$ cat src/rtl/event_scheduler_pkg.sv
// Shared definitions for the event scheduler and the core monitor that watches its bus.
// Message layout: timestamp in the low TIME_WID bits, LP field above it.
package event_scheduler_pkg;

  localparam int DEF_NUM_CORE = 4;
  localparam int DEF_TIME_WID = 16;
  localparam int DEF_MSG_WID  = 32;
  localparam logic [DEF_TIME_WID-1:0] DEF_END_TIME = 16'hFFF0;

  localparam int LP_LSB = DEF_TIME_WID;
  localparam int LP_WID = DEF_MSG_WID - DEF_TIME_WID;

  typedef enum logic [2:0] {
    IDLE,
    DEQ,
    SEND,
    RET,
    DONE
  } sched_state_e;

  function automatic logic [DEF_TIME_WID-1:0] msg_time(input logic [DEF_MSG_WID-1:0] msg);
    return msg[DEF_TIME_WID-1:0];
  endfunction

  function automatic logic [LP_WID-1:0] msg_lp(input logic [DEF_MSG_WID-1:0] msg);
    return msg[LP_LSB +: LP_WID];
  endfunction

endpackage

$ cat src/rtl/event_scheduler_if.sv
// Queue, core and monitor signals shared by the event scheduler (master) and its environment (slave).
interface event_scheduler_if
  import event_scheduler_pkg::*;
#(
  parameter int NUM_CORE = DEF_NUM_CORE,
  parameter int MSG_WID  = DEF_MSG_WID,
  parameter int TIME_WID = DEF_TIME_WID
) ();

  localparam int NB_COREID = $clog2(NUM_CORE);

  logic                         q_vld;
  logic [MSG_WID-1:0]           q_msg;
  logic                         q_deq;
  logic                         q_enq;
  logic [MSG_WID-1:0]           q_enq_msg;
  logic                         q_enq_rdy;
  logic [NUM_CORE-1:0]          core_idle;
  logic [NUM_CORE-1:0]          core_ret_vld;
  logic [NUM_CORE*MSG_WID-1:0]  core_ret_msg;
  logic [NUM_CORE-1:0]          core_ret_ack;
  logic                         disp_vld;
  logic [NB_COREID-1:0]         disp_core_id;
  logic [MSG_WID-1:0]           disp_msg;
  logic                         mon_sent_vld;
  logic                         mon_rcv_vld;
  logic [NUM_CORE-1:0]          core_active;
  logic [TIME_WID-1:0]          min_time;
  logic                         min_time_vld;
  logic                         sim_done;

  modport master (
    input  q_vld, q_msg, q_enq_rdy, core_idle, core_ret_vld, core_ret_msg, min_time, min_time_vld,
    output q_deq, q_enq, q_enq_msg, core_ret_ack, disp_vld, disp_core_id, disp_msg,
           mon_sent_vld, mon_rcv_vld, core_active, sim_done
  );

  modport slave (
    output q_vld, q_msg, q_enq_rdy, core_idle, core_ret_vld, core_ret_msg, min_time, min_time_vld,
    input  q_deq, q_enq, q_enq_msg, core_ret_ack, disp_vld, disp_core_id, disp_msg,
           mon_sent_vld, mon_rcv_vld, core_active, sim_done
  );

endinterface

$ cat src/rtl/event_scheduler_rr_arbiter.sv
// Round-robin arbiter: grants the first requester at or after the pointer and
// moves the pointer just past the winner when the grant is consumed.
module rr_arbiter #(
  parameter int N  = 4,
  parameter int NB = (N > 1) ? $clog2(N) : 1
) (
  input  logic          clk,
  input  logic          reset_n,
  input  logic [N-1:0]  req,
  input  logic          en,
  output logic          gnt_vld,
  output logic [N-1:0]  gnt_onehot,
  output logic [NB-1:0] gnt_id
);

  logic [NB-1:0] ptr;
  logic [NB-1:0] idx;

  // N is a power of two, so the index wraps naturally in NB bits
  always_comb begin
    gnt_vld = 1'b0;
    gnt_id  = '0;
    idx     = '0;
    for (int i = 0; i < N; i++) begin
      idx = ptr + NB'(i);
      if (!gnt_vld && req[idx]) begin
        gnt_vld = 1'b1;
        gnt_id  = idx;
      end
    end
  end

  assign gnt_onehot = gnt_vld ? (N'(1) << gnt_id) : '0;

  always_ff @(posedge clk or negedge reset_n) begin
    if (!reset_n) begin
      ptr <= '0;
    end else if (en && gnt_vld) begin
      ptr <= gnt_id + NB'(1);
    end
  end

endmodule

$ cat src/rtl/event_scheduler.sv
// Sequences the shared queue/monitor bus between event dispatch to idle cores and
// event return from cores, one operation at a time, and tracks which cores hold events.
module event_scheduler
  import event_scheduler_pkg::*;
#(
  parameter int NUM_CORE  = DEF_NUM_CORE,
  parameter int NB_COREID = $clog2(NUM_CORE),
  parameter int TIME_WID  = DEF_TIME_WID,
  parameter int MSG_WID   = DEF_MSG_WID,
  parameter logic [TIME_WID-1:0] END_TIME = DEF_END_TIME
) (
  input  logic              clk,
  input  logic              reset_n,
  event_scheduler_if.master bus
);

  sched_state_e         state;
  logic                 q_deq_r;
  logic                 q_enq_r;
  logic [MSG_WID-1:0]   q_enq_msg_r;
  logic [NUM_CORE-1:0]  ret_ack_r;
  logic                 disp_vld_r;
  logic [NB_COREID-1:0] disp_core_id_r;
  logic [MSG_WID-1:0]   disp_msg_r;
  logic                 sent_vld_r;
  logic                 rcv_vld_r;
  logic [NUM_CORE-1:0]  core_active_r;
  logic                 sim_done_r;
  logic                 last_op_dsp;
  logic [MSG_WID-1:0]   msg_reg;
  logic [NB_COREID-1:0] id_reg;
  logic [NUM_CORE-1:0]  sel_onehot;

  logic                 stop;
  logic                 ret_req;
  logic                 dsp_req;
  logic                 do_ret;
  logic                 do_dsp;
  logic [NUM_CORE-1:0]  dsp_cand;
  logic [MSG_WID-1:0]   ret_sel_msg;

  logic                 dsp_gnt_vld;
  logic [NUM_CORE-1:0]  dsp_gnt_onehot;
  logic [NB_COREID-1:0] dsp_gnt_id;
  logic                 ret_gnt_vld;
  logic [NUM_CORE-1:0]  ret_gnt_onehot;
  logic [NB_COREID-1:0] ret_gnt_id;

  assign stop     = bus.min_time_vld && (bus.min_time >= END_TIME);
  assign dsp_cand = bus.core_idle & ~core_active_r;
  assign ret_req  = (|bus.core_ret_vld) && bus.q_enq_rdy;
  assign dsp_req  = bus.q_vld && (|dsp_cand) && !stop;

  // When both sides want the bus, last_op_dsp decides whose turn it is
  assign do_ret = (state == IDLE) && ret_req && (!dsp_req || last_op_dsp);
  assign do_dsp = (state == IDLE) && dsp_req && !do_ret;

  assign ret_sel_msg = bus.core_ret_msg[int'(ret_gnt_id)*MSG_WID +: MSG_WID];

  rr_arbiter #(.N(NUM_CORE), .NB(NB_COREID)) u_dsp_arb (
    .clk        (clk),
    .reset_n    (reset_n),
    .req        (dsp_cand),
    .en         (do_dsp),
    .gnt_vld    (dsp_gnt_vld),
    .gnt_onehot (dsp_gnt_onehot),
    .gnt_id     (dsp_gnt_id)
  );

  rr_arbiter #(.N(NUM_CORE), .NB(NB_COREID)) u_ret_arb (
    .clk        (clk),
    .reset_n    (reset_n),
    .req        (bus.core_ret_vld),
    .en         (do_ret),
    .gnt_vld    (ret_gnt_vld),
    .gnt_onehot (ret_gnt_onehot),
    .gnt_id     (ret_gnt_id)
  );

  // Outputs are registered: each strobe is set on the edge entering its state
  always_ff @(posedge clk or negedge reset_n) begin
    if (!reset_n) begin
      state          <= IDLE;
      q_deq_r        <= 1'b0;
      q_enq_r        <= 1'b0;
      q_enq_msg_r    <= '0;
      ret_ack_r      <= '0;
      disp_vld_r     <= 1'b0;
      disp_core_id_r <= '0;
      disp_msg_r     <= '0;
      sent_vld_r     <= 1'b0;
      rcv_vld_r      <= 1'b0;
      core_active_r  <= '0;
      sim_done_r     <= 1'b0;
      last_op_dsp    <= 1'b1;
      msg_reg        <= '0;
      id_reg         <= '0;
      sel_onehot     <= '0;
    end else begin
      q_deq_r    <= 1'b0;
      q_enq_r    <= 1'b0;
      ret_ack_r  <= '0;
      disp_vld_r <= 1'b0;
      sent_vld_r <= 1'b0;
      rcv_vld_r  <= 1'b0;
      case (state)
        IDLE: begin
          if (do_ret && ret_gnt_vld) begin
            state          <= RET;
            q_enq_r        <= 1'b1;
            rcv_vld_r      <= 1'b1;
            ret_ack_r      <= ret_gnt_onehot;
            q_enq_msg_r    <= ret_sel_msg;
            disp_msg_r     <= ret_sel_msg;
            disp_core_id_r <= ret_gnt_id;
            last_op_dsp    <= 1'b0;
          end else if (do_dsp && dsp_gnt_vld) begin
            state       <= DEQ;
            q_deq_r     <= 1'b1;
            msg_reg     <= bus.q_msg;
            id_reg      <= dsp_gnt_id;
            sel_onehot  <= dsp_gnt_onehot;
            last_op_dsp <= 1'b1;
          end else if (stop && (core_active_r == '0)) begin
            state      <= DONE;
            sim_done_r <= 1'b1;
          end
        end
        DEQ: begin
          state          <= SEND;
          disp_vld_r     <= 1'b1;
          sent_vld_r     <= 1'b1;
          disp_core_id_r <= id_reg;
          disp_msg_r     <= msg_reg;
        end
        SEND: begin
          state         <= IDLE;
          core_active_r <= core_active_r | sel_onehot;
        end
        RET: begin
          state         <= IDLE;
          core_active_r <= core_active_r & ~ret_ack_r;
        end
        DONE: begin
          state      <= DONE;
          sim_done_r <= 1'b1;
        end
        default: state <= IDLE;
      endcase
    end
  end

  assign bus.q_deq        = q_deq_r;
  assign bus.q_enq        = q_enq_r;
  assign bus.q_enq_msg    = q_enq_msg_r;
  assign bus.core_ret_ack = ret_ack_r;
  assign bus.disp_vld     = disp_vld_r;
  assign bus.disp_core_id = disp_core_id_r;
  assign bus.disp_msg     = disp_msg_r;
  assign bus.mon_sent_vld = sent_vld_r;
  assign bus.mon_rcv_vld  = rcv_vld_r;
  assign bus.core_active  = core_active_r;
  assign bus.sim_done     = sim_done_r;

endmodule

$ cat src/flat_wrapper.sv
// flat-port wrapper written by rule: the top's interface ports become plain ports
module event_scheduler_flat import event_scheduler_pkg::*;
#(
  parameter int NUM_CORE  = DEF_NUM_CORE,
  parameter int NB_COREID = $clog2(NUM_CORE),
  parameter int TIME_WID  = DEF_TIME_WID,
  parameter int MSG_WID   = DEF_MSG_WID,
  parameter logic [TIME_WID-1:0] END_TIME = DEF_END_TIME
)
  (clk, reset_n, bus_q_vld, bus_q_msg, bus_q_enq_rdy, bus_core_idle, bus_core_ret_vld, bus_core_ret_msg, bus_min_time, bus_min_time_vld, bus_q_deq, bus_q_enq, bus_q_enq_msg, bus_core_ret_ack, bus_disp_vld, bus_disp_core_id, bus_disp_msg, bus_mon_sent_vld, bus_mon_rcv_vld, bus_core_active, bus_sim_done);
  event_scheduler_if #(.NUM_CORE(NUM_CORE), .MSG_WID(MSG_WID), .TIME_WID(TIME_WID)) bus_i ();
  input  logic clk;
  input  logic reset_n;
  input wire logic [$bits(bus_i.q_vld)-1:0] bus_q_vld;
  input wire logic [$bits(bus_i.q_msg)-1:0] bus_q_msg;
  input wire logic [$bits(bus_i.q_enq_rdy)-1:0] bus_q_enq_rdy;
  input wire logic [$bits(bus_i.core_idle)-1:0] bus_core_idle;
  input wire logic [$bits(bus_i.core_ret_vld)-1:0] bus_core_ret_vld;
  input wire logic [$bits(bus_i.core_ret_msg)-1:0] bus_core_ret_msg;
  input wire logic [$bits(bus_i.min_time)-1:0] bus_min_time;
  input wire logic [$bits(bus_i.min_time_vld)-1:0] bus_min_time_vld;
  output wire logic [$bits(bus_i.q_deq)-1:0] bus_q_deq;
  output wire logic [$bits(bus_i.q_enq)-1:0] bus_q_enq;
  output wire logic [$bits(bus_i.q_enq_msg)-1:0] bus_q_enq_msg;
  output wire logic [$bits(bus_i.core_ret_ack)-1:0] bus_core_ret_ack;
  output wire logic [$bits(bus_i.disp_vld)-1:0] bus_disp_vld;
  output wire logic [$bits(bus_i.disp_core_id)-1:0] bus_disp_core_id;
  output wire logic [$bits(bus_i.disp_msg)-1:0] bus_disp_msg;
  output wire logic [$bits(bus_i.mon_sent_vld)-1:0] bus_mon_sent_vld;
  output wire logic [$bits(bus_i.mon_rcv_vld)-1:0] bus_mon_rcv_vld;
  output wire logic [$bits(bus_i.core_active)-1:0] bus_core_active;
  output wire logic [$bits(bus_i.sim_done)-1:0] bus_sim_done;
  assign bus_i.q_vld = bus_q_vld;
  assign bus_i.q_msg = bus_q_msg;
  assign bus_i.q_enq_rdy = bus_q_enq_rdy;
  assign bus_i.core_idle = bus_core_idle;
  assign bus_i.core_ret_vld = bus_core_ret_vld;
  assign bus_i.core_ret_msg = bus_core_ret_msg;
  assign bus_i.min_time = bus_min_time;
  assign bus_i.min_time_vld = bus_min_time_vld;
  assign bus_q_deq = bus_i.q_deq;
  assign bus_q_enq = bus_i.q_enq;
  assign bus_q_enq_msg = bus_i.q_enq_msg;
  assign bus_core_ret_ack = bus_i.core_ret_ack;
  assign bus_disp_vld = bus_i.disp_vld;
  assign bus_disp_core_id = bus_i.disp_core_id;
  assign bus_disp_msg = bus_i.disp_msg;
  assign bus_mon_sent_vld = bus_i.mon_sent_vld;
  assign bus_mon_rcv_vld = bus_i.mon_rcv_vld;
  assign bus_core_active = bus_i.core_active;
  assign bus_sim_done = bus_i.sim_done;
  event_scheduler #(.NUM_CORE(NUM_CORE), .NB_COREID(NB_COREID), .TIME_WID(TIME_WID), .MSG_WID(MSG_WID), .END_TIME(END_TIME)) u_core (.clk(clk), .reset_n(reset_n), .bus(bus_i));
endmodule
$ cat config.mk
export PLATFORM = sky130hd
export DESIGN_NAME = event_scheduler_flat
export DESIGN_NICKNAME = d
export VERILOG_FILES = /design/src/rtl/event_scheduler_pkg.sv /design/src/rtl/event_scheduler_if.sv /design/src/rtl/event_scheduler_rr_arbiter.sv /design/src/rtl/event_scheduler.sv /design/src/flat_wrapper.sv
export SDC_FILE = /design/constraint.sdc
export NUM_CORES = 1
export LEC_CHECK = 0
export CORE_MARGIN = 8
export CORE_UTILIZATION = 45
export DETAILED_ROUTE_END_ITERATION = 8
export GPL_TIMING_DRIVEN = 0
export PLACE_DENSITY_LB_ADDON = 0.12
export SYNTH_ARGS = -nofsm -noshare
export SYNTH_HDL_FRONTEND = slang
export SYNTH_SLANG_ARGS = --single-unit
export TNS_END_PERCENT = 5
$ cat constraint.sdc
create_clock -name clk -period 3.35 [get_ports clk]
set_clock_uncertainty 0.05 [all_clocks]
set_input_delay 0.67 -clock clk [delete_from_list [all_inputs] [get_ports clk]]
set_output_delay 0.67 -clock clk [all_outputs]
set_load 0.1 [all_outputs]
# After elaboration in Yosys (flattened, before gate mapping)

Index checks and enable logic that the tools add are counted.

$add $sub $neg: 8
Magnitude comparators: 9
Eq/ne operators: 9
Shifts and indexed selects: 3
Multiplexer cells: 57
Bitwise operators: 6
Reduce and logical (&&, ||, !) cells: 40

Operator list:

| operator               | number |
|---|---|
| $shiftx A128 B8 Y32    | 1 |
| $pmux W32 S2           | 1 |
| $mux W32               | 1 |
| $mux W1                | 27 |
| $lt A2 B3 Y1 const B   | 8 |
| $mux W2                | 9 |
| $logic_and A1 B1 Y1    | 17 |
| $bmux W1 S2            | 8 |
| $ge A16 B16 Y1 const B | 1 |
| $mux W4                | 4 |
| $logic_not A1 Y1       | 9 |
| $mux W3                | 3 |
| $pmux W3 S3            | 1 |
| $add A2 B1 Y2 const B  | 4 |
| $add A2 B2 Y2 const B  | 4 |
| $and A4 B4 Y4          | 2 |
| $ne A2 B2 Y1 const B   | 4 |
| $not A4 Y4             | 2 |
| $pmux W4 S2            | 1 |
| $reduce_bool A2 Y1     | 4 |
| $reduce_or A4 Y1       | 2 |
| $shl A1 B2 Y4 const A  | 2 |
| $eq A3 B2 Y1 const B   | 2 |
| $reduce_and A2 Y1      | 3 |
| 12 further kinds       | 12 |

Flip-flop bits (word level): 124
Input bits: 189

# Logic depth before layout (Yosys ltp)

Gate-level depths: netlist of run 1.

Word-level depth: 18
Depth in mapped cells: 8
Mapped depth without buffers: 7

# By module

A second synthesis of run 1 with hierarchy kept.

Cells, all modules: 438
Area, all modules: 6173.4 um^2

By module, submodules not included:

| module          | times used | cells an instance | area an instance (um^2) | sequential area each (um^2) |
|---|---|---|---|---|
| event_scheduler | 1          | 378               | 5647.9                  | 3004.1 |
| rr_arbiter      | 2          | 30                | 262.8                   | 50.0 |

# Worst setup path before layout of run 1

Ideal clock, no wire load.

Path kind: register to register
From: register u_core.core_active_r[0], in the netlist u_core.bus.core_active[0]
To: register u_core.sel_onehot[0]
Setup time: 0.125 ns
Arrival: 2.393 ns
Setup slack: 0.782 ns
Stages on the path, launching flop included: 7
Buffers on the path: 0
Period minus slack after synthesis: 2.568 ns
Cell sequence: dfrtp_1 -> and3b_1 -> o21ba_2 -> a311oi_1 -> inv_1 -> ha_1 -> mux2_2

Cells in the longest elaborated chain, start to end: 16
Elaborated cells on any way between the ends: 39
Classes of those cells: 1 x shift; 17 x mux; 3 x bitwise; 18 x reduce/logical

RTL lines:

| item                          | RTL line                         | source |
|---|---|---|
| start, declared               | event_scheduler.sv:27            | `logic [NUM_CORE-1:0] core_active_r;` |
| start signal, assigned        | event_scheduler.sv:138           | `core_active_r <= core_active_r \| sel_onehot;` |
| start signal, assigned        | event_scheduler.sv:142           | `core_active_r <= core_active_r & ~ret_ack_r;` |
| $not A4 Y4 (*)                | event_scheduler.sv:50            | `assign dsp_cand = bus.core_idle & ~core_active_r;` |
| $and A4 B4 Y4 (*)             | event_scheduler.sv:50            |  |
| $bmux W1 S2                   | event_scheduler_rr_arbiter.sv:26 | `if (!gnt_vld && req[idx]) begin` |
| $mux W1 (implied by the code) | event_scheduler_rr_arbiter.sv:26 |  |
| $mux W1                       | event_scheduler_rr_arbiter.sv:26 |  |
| $logic_not A1 Y1              | event_scheduler_rr_arbiter.sv:26 |  |
| $logic_and A1 B1 Y1           | event_scheduler_rr_arbiter.sv:26 |  |
| $mux W1                       | event_scheduler_rr_arbiter.sv:26 |  |
| $logic_not A1 Y1              | event_scheduler_rr_arbiter.sv:26 |  |
| $logic_and A1 B1 Y1           | event_scheduler_rr_arbiter.sv:26 |  |
| $mux W1                       | event_scheduler_rr_arbiter.sv:26 |  |
| $logic_not A1 Y1              | event_scheduler_rr_arbiter.sv:26 |  |
| $logic_and A1 B1 Y1           | event_scheduler_rr_arbiter.sv:26 |  |
| $mux W2 (*)                   | event_scheduler_rr_arbiter.sv:26 |  |
| via u_core.dsp_gnt_id[0]      | event_scheduler.sv:44            | `logic [NB_COREID-1:0] dsp_gnt_id;` |
| $shl A1 B2 Y4 (*)             | event_scheduler_rr_arbiter.sv:33 | `assign gnt_onehot = gnt_vld ? (N'(1) << gnt_id) : '0;` |
| $mux W4 (*)                   | event_scheduler_rr_arbiter.sv:33 |  |
| end signal, assigned          | event_scheduler.sv:122           | `sel_onehot <= dsp_gnt_onehot;` |
| end, declared                 | event_scheduler.sv:32            | `logic [NUM_CORE-1:0] sel_onehot;` |

The timed path passes the listed nets; every way through them passes the cells marked *. The select of a mux whose other input is x is not followed.
A chain may end at the register's enable or synchronous reset.

# Final worst setup path of run 1

From: register u_core.core_active_r[0], in the netlist u_core.bus.core_active[0]
To: output bus_core_active[0]

RTL lines:

| item          | RTL line           | source |
|---|---|---|
| end, declared | flat_wrapper.sv:31 | `output wire logic [$bits(bus_i.core_active)-1:0] bus_core_active;` |

No word-level cell between the ends.

==> results.cfg, run 1 <==
[yosys]
syn_nets = 800
syn_area_um2 = 6600
yosysTopAreaCell = dfrtp_1
synth_top_area_share_pct = 46.6
syn_inst = 603
synth_seq_area_share_pct = 47.0
synth_area_leaders = dfrtp_1, mux2_2, and3_1, a211oi_2, o31ai_2
synthFlopType = dfrtp_1
synth-seq-cells = 124
yosysWarnings = 0
synth_edf_count = 0
synthArstFlopShare_pct = 100
synth.avg_cell_area_um2 = 10.9
synth.distinct_cells = 45

[worst_setup_path]
slowest_delay_ns = 1.18
startpoint = u_core.bus.core_active[0]
worstPathArrival_ns = 2.05
critPathBufInv = 1
crit_path_start_kind = flip-flop
worstPathCellList = clkdlybuf4s50_1
crit_required_ns = 2.63
crit_slowest_cell = clkdlybuf4s50_1
reg2reg_from = u_core.bus.core_active[2]
cp_top_family = buffers and inverters
cp-end-kind = output pin
crit_type = reg -> out
cp_max_fo = 7

[cts]
clock_latency_ns = 0.41
post_cts_resize_count = 0
cts-root-buf = clkbuf_16
cts_tree = built
htreeDepth = 4
cts_made_buffers = 17
cts_hold_buf = 0
cts.sinks = 124
cts_setup_buffers = 0
clk_pin_slew_ns = 0.05
cts_buffer_depth = 2

[timing]
drv_slew = 0
fmax_ghz = 0.361
holdWs_ns = 0.182
rsz0062_at_grt = no
worstMarginPinSlew_ns = 1.04
fin_crit_ns = 2.77
setup_viol_count_final = 0
relSlewSlack_pct = 30.3
timing.final.ws_setup_ns = 0.577
tns_ns = 0
fin_crit_sh_pct = 82.8
hold_viol_final = 0

[grt]
antenna_found_initial = 1
grt_max_degree = 64
grtUsageTotal_pct = 26.0
grt_pass1_vias = 6767
overflow = 0
grt_pass1_wl_mm = 37.3

[routing]
drcViolationCount = 0
num_vias = 6271
wl_per_cell_um = 22.7
dr.first_iter.drc_count = 420
ant_nets = 0
routed_wl_mm = 24.6
via_per_inst = 5.78
dr.pass1.iters = 5

[floorplanning]
boundaryPins = 269
core_um2 = 14400
rows = 44
die_area_um2 = 18800
die_w_um = 137
start_util_pct = 45.8
die_h_um = 137

[pwr]
ir_drop_mv = 0.746
p_leak_nw = 4.26
p_per_area_nw_per_um2 = 1110

[layout]
final_cell_mix = clkdlybuf4s50_1, dfrtp_1, nand2_1
layout-drive-gt1-share_pct = 18.4
finalCoreUtilization_pct = 70.0
areaGrowthSynthToFinish_pct = 52.9
fill_cells = 1091
nets = 1084
final_common_cell = clkdlybuf4s50_1

[placed_design]
gp_congestion = 0.856
hpwl_mm = 18.6
port_buffers = 264
dpl_worst_slack_ns = 0.218

[flow_run]
drv_cap = 0

[run_status]
outcome = finished, final reports clean

[worst_hold_path]
hp-class = in -> async
[final cells by class]
type / instances / area (um2) / area share [%]
Multi-Input combinational cell: 413 / 3120 / 30.9
Sequential cell: 124 / 3100 / 30.7
Timing Repair Buffer: 265 / 2670 / 26.5
Clock buffer: 25 / 505 / 5.01
Buffer: 54 / 330 / 3.27
Tap cell: 184 / 230 / 2.28
Clock inverter: 7 / 85.1 / 0.843
Inverter: 12 / 45.0 / 0.446
Antenna cell: 1 / 2.50 / 0.0248
[per-layer routing]
metal  vias to the layer above  track usage [%]  part of all wire, %
met2                       306             43.8                   51
met1                      3094             30.4                   39
met5                         -                0                    0
met3                        40             7.86                  8.1
li1                       2831                -                    -
met4                         0             10.3                  2.2
[power breakdown]
| part | switching [mW] | internal (mW) |
|---|---|---|
| logic | 4.87 | 1.87 |
| registers | 0.434 | 2.19 |
| clock network | 0.637 | 1.19 |
| total | 5.94 | 5.24 |
[worst paths after layout]
path / endpoint / slack, ns / depth (start not counted)
worst min register to register: u_core.bus.disp_msg[0] / 0.43 / 2
max in group asynchronous: u_core.bus.q_enq_msg[27] / 2.34 / 2
worst min-delay path: u_core.bus.core_active[0] / 0.18 / 1
min in group clk: u_core.bus.disp_msg[0] / 0.43 / 2
worst max register to register: u_core.bus.disp_msg[21] / 0.87 / 6
worst max-delay path: bus_core_active[0] / 0.58 / 1
[logic make-up (layout without fill, tap and decap cells)]
group / after synthesis / in the layout / share of synthesized area [%]
and+or+nand+nor: 209 / 209 / 16.5
other: 0 / 1 / 0
DFF: 124 / 124 / 47.0
buffers and inverters: 66 / 363 / 5.69
muxes: 39 / 39 / 6.63
adders and majority gates: 8 / 8 / 1.52
AOI/OAI and AO/OA: 157 / 157 / 22.7
[cell usage after synthesis (all sizes together), types with 4 or more instances]
cell	instances
buf	34
o31ai	33
ha	8
inv	11
nand2	79
and2	6
a211oi	64
nor3	4
nor2b	9
a21oi	9
and3	64
nor2	4
dfrtp	123
nand3	33
o311ai	32
mux2	38
clkbuf	20
o21ai	9
[stage by stage]
step | cell area, um2 | power [mW] | std cells
2_1_floorplan | 6600 | 7.44 | 603
3_3_place_gp | 9480 | 9.20 | 1051
6_report | 10100 | 11.2 | 1085
3_5_place_dp | 9500 | 9.33 | 1052
5_1_grt | 10100 | 11.6 | 1085
4_1_cts | 10100 | 11.2 | 1084
Note: power is estimated with default switching activity, not from simulation.
==> run 2, diff against run 1 <==
- CORE_UTILIZATION: 45 -> 44
- clock period: 3.35 -> 2.6 ns (I/O delays scaled with it)
==> run 2 against run 1 <==
Effect of this change:
- first-iteration DRC count down 18%
- largest power group unchanged
- sequential share of layout area is 0.099 points lower
- core utilization shrank 0.57 points
- die area is 2.0% higher
- clock power grew 37%
- combinational power rose by 29%
- flip-flop and latch count is the same
- final cell count about the same
- critical path type is now in -> reg
- sequential power up 29%
- the flow now finishes with violations (setup timing)
- register-to-register slack got worse by 0.58 ns
- highest routed layer unchanged
==> results.cfg, run 2 (synthesis gave the netlist of run 1 again) <==
[run_status]
outcome = finished with violations
violations = setup timing

[timing]
relSlewSlack_pct = 30.9
drv_slew = 0
fmax_ghz = 0.384
holdWs_ns = 0.00881
hold_viol_final = 0
fin_crit_sh_pct = 100
timing.final.ws_setup_ns = -0.00171
rsz0062_at_grt = yes
setup_viol_count_final = 1
worstMarginPinSlew_ns = 1.03
fin_crit_ns = 2.60

[layout]
areaGrowthSynthToFinish_pct = 53.4
nets = 1084
layout-drive-gt1-share_pct = 19.2
fill_cells = 1048
fin_cells = 1084
finalCoreUtilization_pct = 69.4
final_common_cell = clkdlybuf4s50_1
antenna_cells = 0
final_cell_mix = clkdlybuf4s50_1, dfrtp_1, nand2_1

[routing]
num_vias = 6262
wl_per_cell_um = 22.9
dr.first_iter.drc_count = 343
ant_nets = 0
dr.pass1.iters = 8
routed_wl_mm = 24.9
via_per_inst = 5.78
drcViolationCount = 0

[grt]
antenna_found_initial = 0
grt_pass1_vias = 6836
overflow = 0
grt_pass1_wl_mm = 38.3
grtUsageTotal_pct = 25.3
grt_max_degree = 67

[cts]
cts_tree = built
clock_latency_ns = 0.42
cts_setup_buffers = 0
clk_pin_slew_ns = 0.06
cts_made_buffers = 17
cts.sinks = 124
htreeDepth = 4
cts-root-buf = clkbuf_16
cts_buffer_depth = 2

[worst_setup_path]
ff2ff_setup_slack_ns = 0.29
cp-end-kind = flip-flop
regToRegEndpoint = u_core.bus.disp_msg[12]
crit_path_start_kind = primary input
reg2reg_from = u_core.bus.core_active[2]
worstPathArrival_ns = 2.85
crit_type = in -> reg
cp_max_fo = 10
r2r_cells = 5
crit_required_ns = 2.84

[placed_design]
gp_congestion = 0.842
hpwl_mm = 18.5
port_buffers = 264
dpl_worst_slack_ns = -0.415
dp_cells = 1052

[pwr]
p_per_area_nw_per_um2 = 1440
p_leak_nw = 4.26
ir_drop_mv = 0.950

[floorplanning]
die_w_um = 139
rows = 44
die_h_um = 139
boundaryPins = 269
die_area_um2 = 19200
start_util_pct = 45.3
core_um2 = 14600

[worst_hold_path]
hp-class = in -> async

[flow_run]
drv_cap = 0
[run 2: cell types whose count changed in the layout (fill, tap and decap cells not counted), sizes merged]
cell           before  now
clkinv              6    4
clkbuf             45   43
bufinv              2    3
buf                36   37
dlygate4sd2         0    3
clkinvlp            0    3
diode               1    0
clkdlybuf4s50     263  258
dlymetal6s2s        0    1
[run 2: report_power, final]
group | switching [mW] | internal [mW] | total (mW)
Sequential | 0.552 | 2.81 | 3.37
Combinational | 6.27 | 2.41 | 8.69
Clock | 0.881 | 1.61 | 2.49
[run 2: cell type report]
class	count	area (um2)	share of cell area, %
Buffer	54	337	3.32
Clock buffer	23	488	4.82
Clock inverter	9	135	1.33
Inverter	12	45.0	0.445
Multi-Input combinational cell	413	3120	30.8
Sequential cell	124	3100	30.6
Tap cell	184	230	2.27
Timing Repair Buffer	265	2670	26.3
[run 2: routing by layer]
metal | part of all wire, % | GRT usage, % | vias to the layer above
met2 | 50 | 42.7 | 276
met5 | 0 | 0 | -
met4 | 2.5 | 9.10 | 0
met3 | 6.8 | 6.85 | 47
li1 | - | - | 2832
met1 | 40 | 30.3 | 3107
[run 2: worst max-delay path by stage]
stage / startpoint / endpoint / slack, ns / cells past startpoint
2_1_floorplan: u_core.bus.core_active[0] / u_core.sel_onehot[0] / 0.03 / 6
3_3_place_gp: reset_n / u_core.bus.q_enq_msg[6] / -3.79 / 1
3_5_place_dp: bus_core_idle[2] / u_core.bus.disp_msg[21] / -0.41 / 7
4_1_cts: bus_core_idle[2] / u_core.bus.disp_msg[21] / 0.006 / 7
5_1_grt: bus_core_ret_vld[3] / u_core.msg_reg[28] / -0.06 / 6
6_report: bus_core_ret_vld[2] / u_core.msg_reg[28] / -0.002 / 6
[run 2: through the flow]
stage	TNS, ns	area (um2)	total power [mW]
2_1_floorplan	0	6600	9.59
4_1_cts	0	10100	14.6
6_report	-0.00171	10100	14.5
3_3_place_gp	-488.14	9480	11.9
3_5_place_dp	-29.08	9500	12.0
5_1_grt	-1.06	10100	15.1
[run 2: what timing repair did]
item	4_1_cts	5_1_grt
endpoints found under the setup margin	3	60
hold buffers	0	0
gates resized for setup	3	12
cloned	0	0
[run 2: worst max-delay path: stages]
cell,delay [ns]
clkdlybuf4s50_1,0.49
o41ai_2,0.48
o21ai_0,0.22
nor3_4,0.51
buf_6,0.26
mux2_2,0.36
==> run 3, diff against run 2 <==
- ABC_AREA: unset -> 1
==> run 3 against run 2 <==
Effect of this change:
- the flow finishes with violations (hold timing)
- first-iteration DRC count is 60% higher
- final cell count is 32% higher
- register-to-register slack hardly changed
- routed wire length is 3.7% higher
- critical path type is now reg -> out
- highest routed layer unchanged
==> results.cfg, run 3 <==
[floorplanning]
boundaryPins = 269
die_w_um = 141
start_util_pct = 45.0
die_area_um2 = 19800
die_h_um = 141
rows = 45
core_um2 = 15200

[grt]
grt_pass1_vias = 7505
antenna_found_initial = 0
overflow = 0
grt_max_degree = 73
grt_pass1_wl_mm = 40.6
grtUsageTotal_pct = 26.2

[timing]
fin_crit_ns = 2.55
drv_slew = 0
fmax_ghz = 0.392
setup_viol_count_final = 0
rsz0062_at_grt = no
hold_viol_final = 5
relSlewSlack_pct = 30.7
fin_crit_sh_pct = 98.1
holdWs_ns = -0.00664
worstMarginPinSlew_ns = 1.04

[yosys]
syn_area_um2 = 6850
yosysMostFrequentCell = nand2_1
synthFlopType = dfrtp_1
syn_inst = 943
synth.distinct_cells = 28
synth.avg_cell_area_um2 = 7.26
synth_top_area_share_pct = 45.0
synth_seq_area_share_pct = 45.3
yosysTopAreaCell = dfrtp_1
yosysWarnings = 0
synth_area_leaders = dfrtp_1, nand2_1, nand3_1, nand4_1, inv_1
syn_nets = 1140
synthArstFlopShare_pct = 100
synth-seq-cells = 124
synth_edf_count = 0
netlist_top_cells_count = nand2_1, nand3_1, dfrtp_1

[routing]
routed_wl_mm = 25.8
dr.first_iter.drc_count = 548
num_vias = 7523
ant_nets = 0
via_per_inst = 5.27
dr.pass1.iters = 5
wl_per_cell_um = 18.1
drcViolationCount = 0

[layout]
antenna_cells = 0
fin_cells = 1428
areaGrowthSynthToFinish_pct = 50.8
layout-drive-gt1-share_pct = 7.98
final_common_cell = nand2_1
nets = 1424
final_cell_mix = nand2_1, clkdlybuf4s50_1, nand3_1

[worst_setup_path]
cp-end-kind = output pin
crit_slowest_cell = clkdlybuf4s50_1
path_depth = 1
cp_max_fo = 3
worstPathCellList = clkdlybuf4s50_1
crit_path_start_kind = flip-flop
slowest_delay_ns = 1.16
critPathBufInv = 1
worstPathArrival_ns = 1.98
cp_top_family = buffers and inverters
crit_required_ns = 2.03
ff2ff_setup_slack_ns = 0.28
crit_type = reg -> out
r2r_cells = 9

[run_status]
outcome = finished with violations
violations = hold timing

[worst_hold_path]
hp-class = in -> async

[cts]
cts_tree = built
cts-root-buf = clkbuf_16
cts_setup_buffers = 0
htreeDepth = 4
clock_latency_ns = 0.42
cts_made_buffers = 17
clk_pin_slew_ns = 0.06
cts.sinks = 124
cts_buffer_depth = 2

[placed_design]
hpwl_mm = 19.4
dp_cells = 1396
gp_congestion = 0.903
port_buffers = 264

[flow_run]
drv_cap = 0
## run 3: cell count changes in the layout (fill, tap and decap cells not counted), sizes merged, moves of 38 or more
cell	change
nand4	+67
nand2	+333
mux2	-38
and3	-64
inv	+55
a211oi	-64
nand3	+116
## run 3: cell families (layout without fill, tap and decap cells)
family	Yosys count	after routing	share of synthesized area [%]
XOR/XNOR	1	1	0.128
buffers and inverters	132	429	9.12
AND/OR/NAND/NOR	648	648	41.5
AO/OA/AOI/OAI	30	30	2.49
adder cells (fa/ha/maj)	8	8	1.46
flip-flops	124	124	45.3
## run 3: final timing paths
check	start	end
max in group asynchronous	reset_n	u_core.last_op_dsp
max reg2reg	u_core.bus.core_active[1]	u_core.bus.q_enq_msg[22]
min	reset_n	u_core.bus.q_enq_msg[21]
max	u_core.bus.core_active[1]	bus_core_active[1]
min in group clk	u_core.bus.q_enq_msg[18]	u_core.bus.q_enq_msg[18]
min reg2reg	u_core.bus.q_enq_msg[18]	u_core.bus.q_enq_msg[18]
## run 3: repair_timing
item	4_1_cts	5_1_grt
hold buffers	0	0
resized for setup	1	6
setup endpoints to repair	1	25
## run 3: cell type report
| type | instances | area, um2 |
|---|---|---|
| Buffer | 63 | 367 |
| Clock buffer | 19 | 443 |
| Clock inverter | 13 | 120 |
| Fill cell | 1333 | 4880 |
| Inverter | 69 | 259 |
| Multi-Input combinational cell | 687 | 3120 |
| Sequential cell | 124 | 3100 |
| Tap cell | 188 | 235 |
| Timing Repair Buffer | 265 | 2670 |
## run 3: per-stage QoR
stage	util (%)	worst slack [ns]	TNS, ns	cell area [um2]
6_report	67.9	0.0502	0	10300
5_1_grt	67.9	0.00616	0	10300
4_1_cts	67.8	0.00938	0	10300
3_5_place_dp	64.1	-0.388	-19.19	9750
3_3_place_gp	64.0	-3.96	-505.80	9720
2_1_floorplan	-	0.0924	0	6850
## run 3: routing by layer
layer / track usage [%] / up-vias / part of all wire [%] / wire length, um
li1: - / 3627 / - / -
met1: 32.6 / 3554 / 43 / 11000
met2: 43.8 / 292 / 48 / 12300
met3: 6.58 / 50 / 7.3 / 1880
met4: 8.31 / 0 / 2.3 / 598
met5: 0 / - / 0 / 0
Power of run 3 is not shown: default switching activity piles up to over one toggle a cycle in this logic, so the estimate is an artifact.
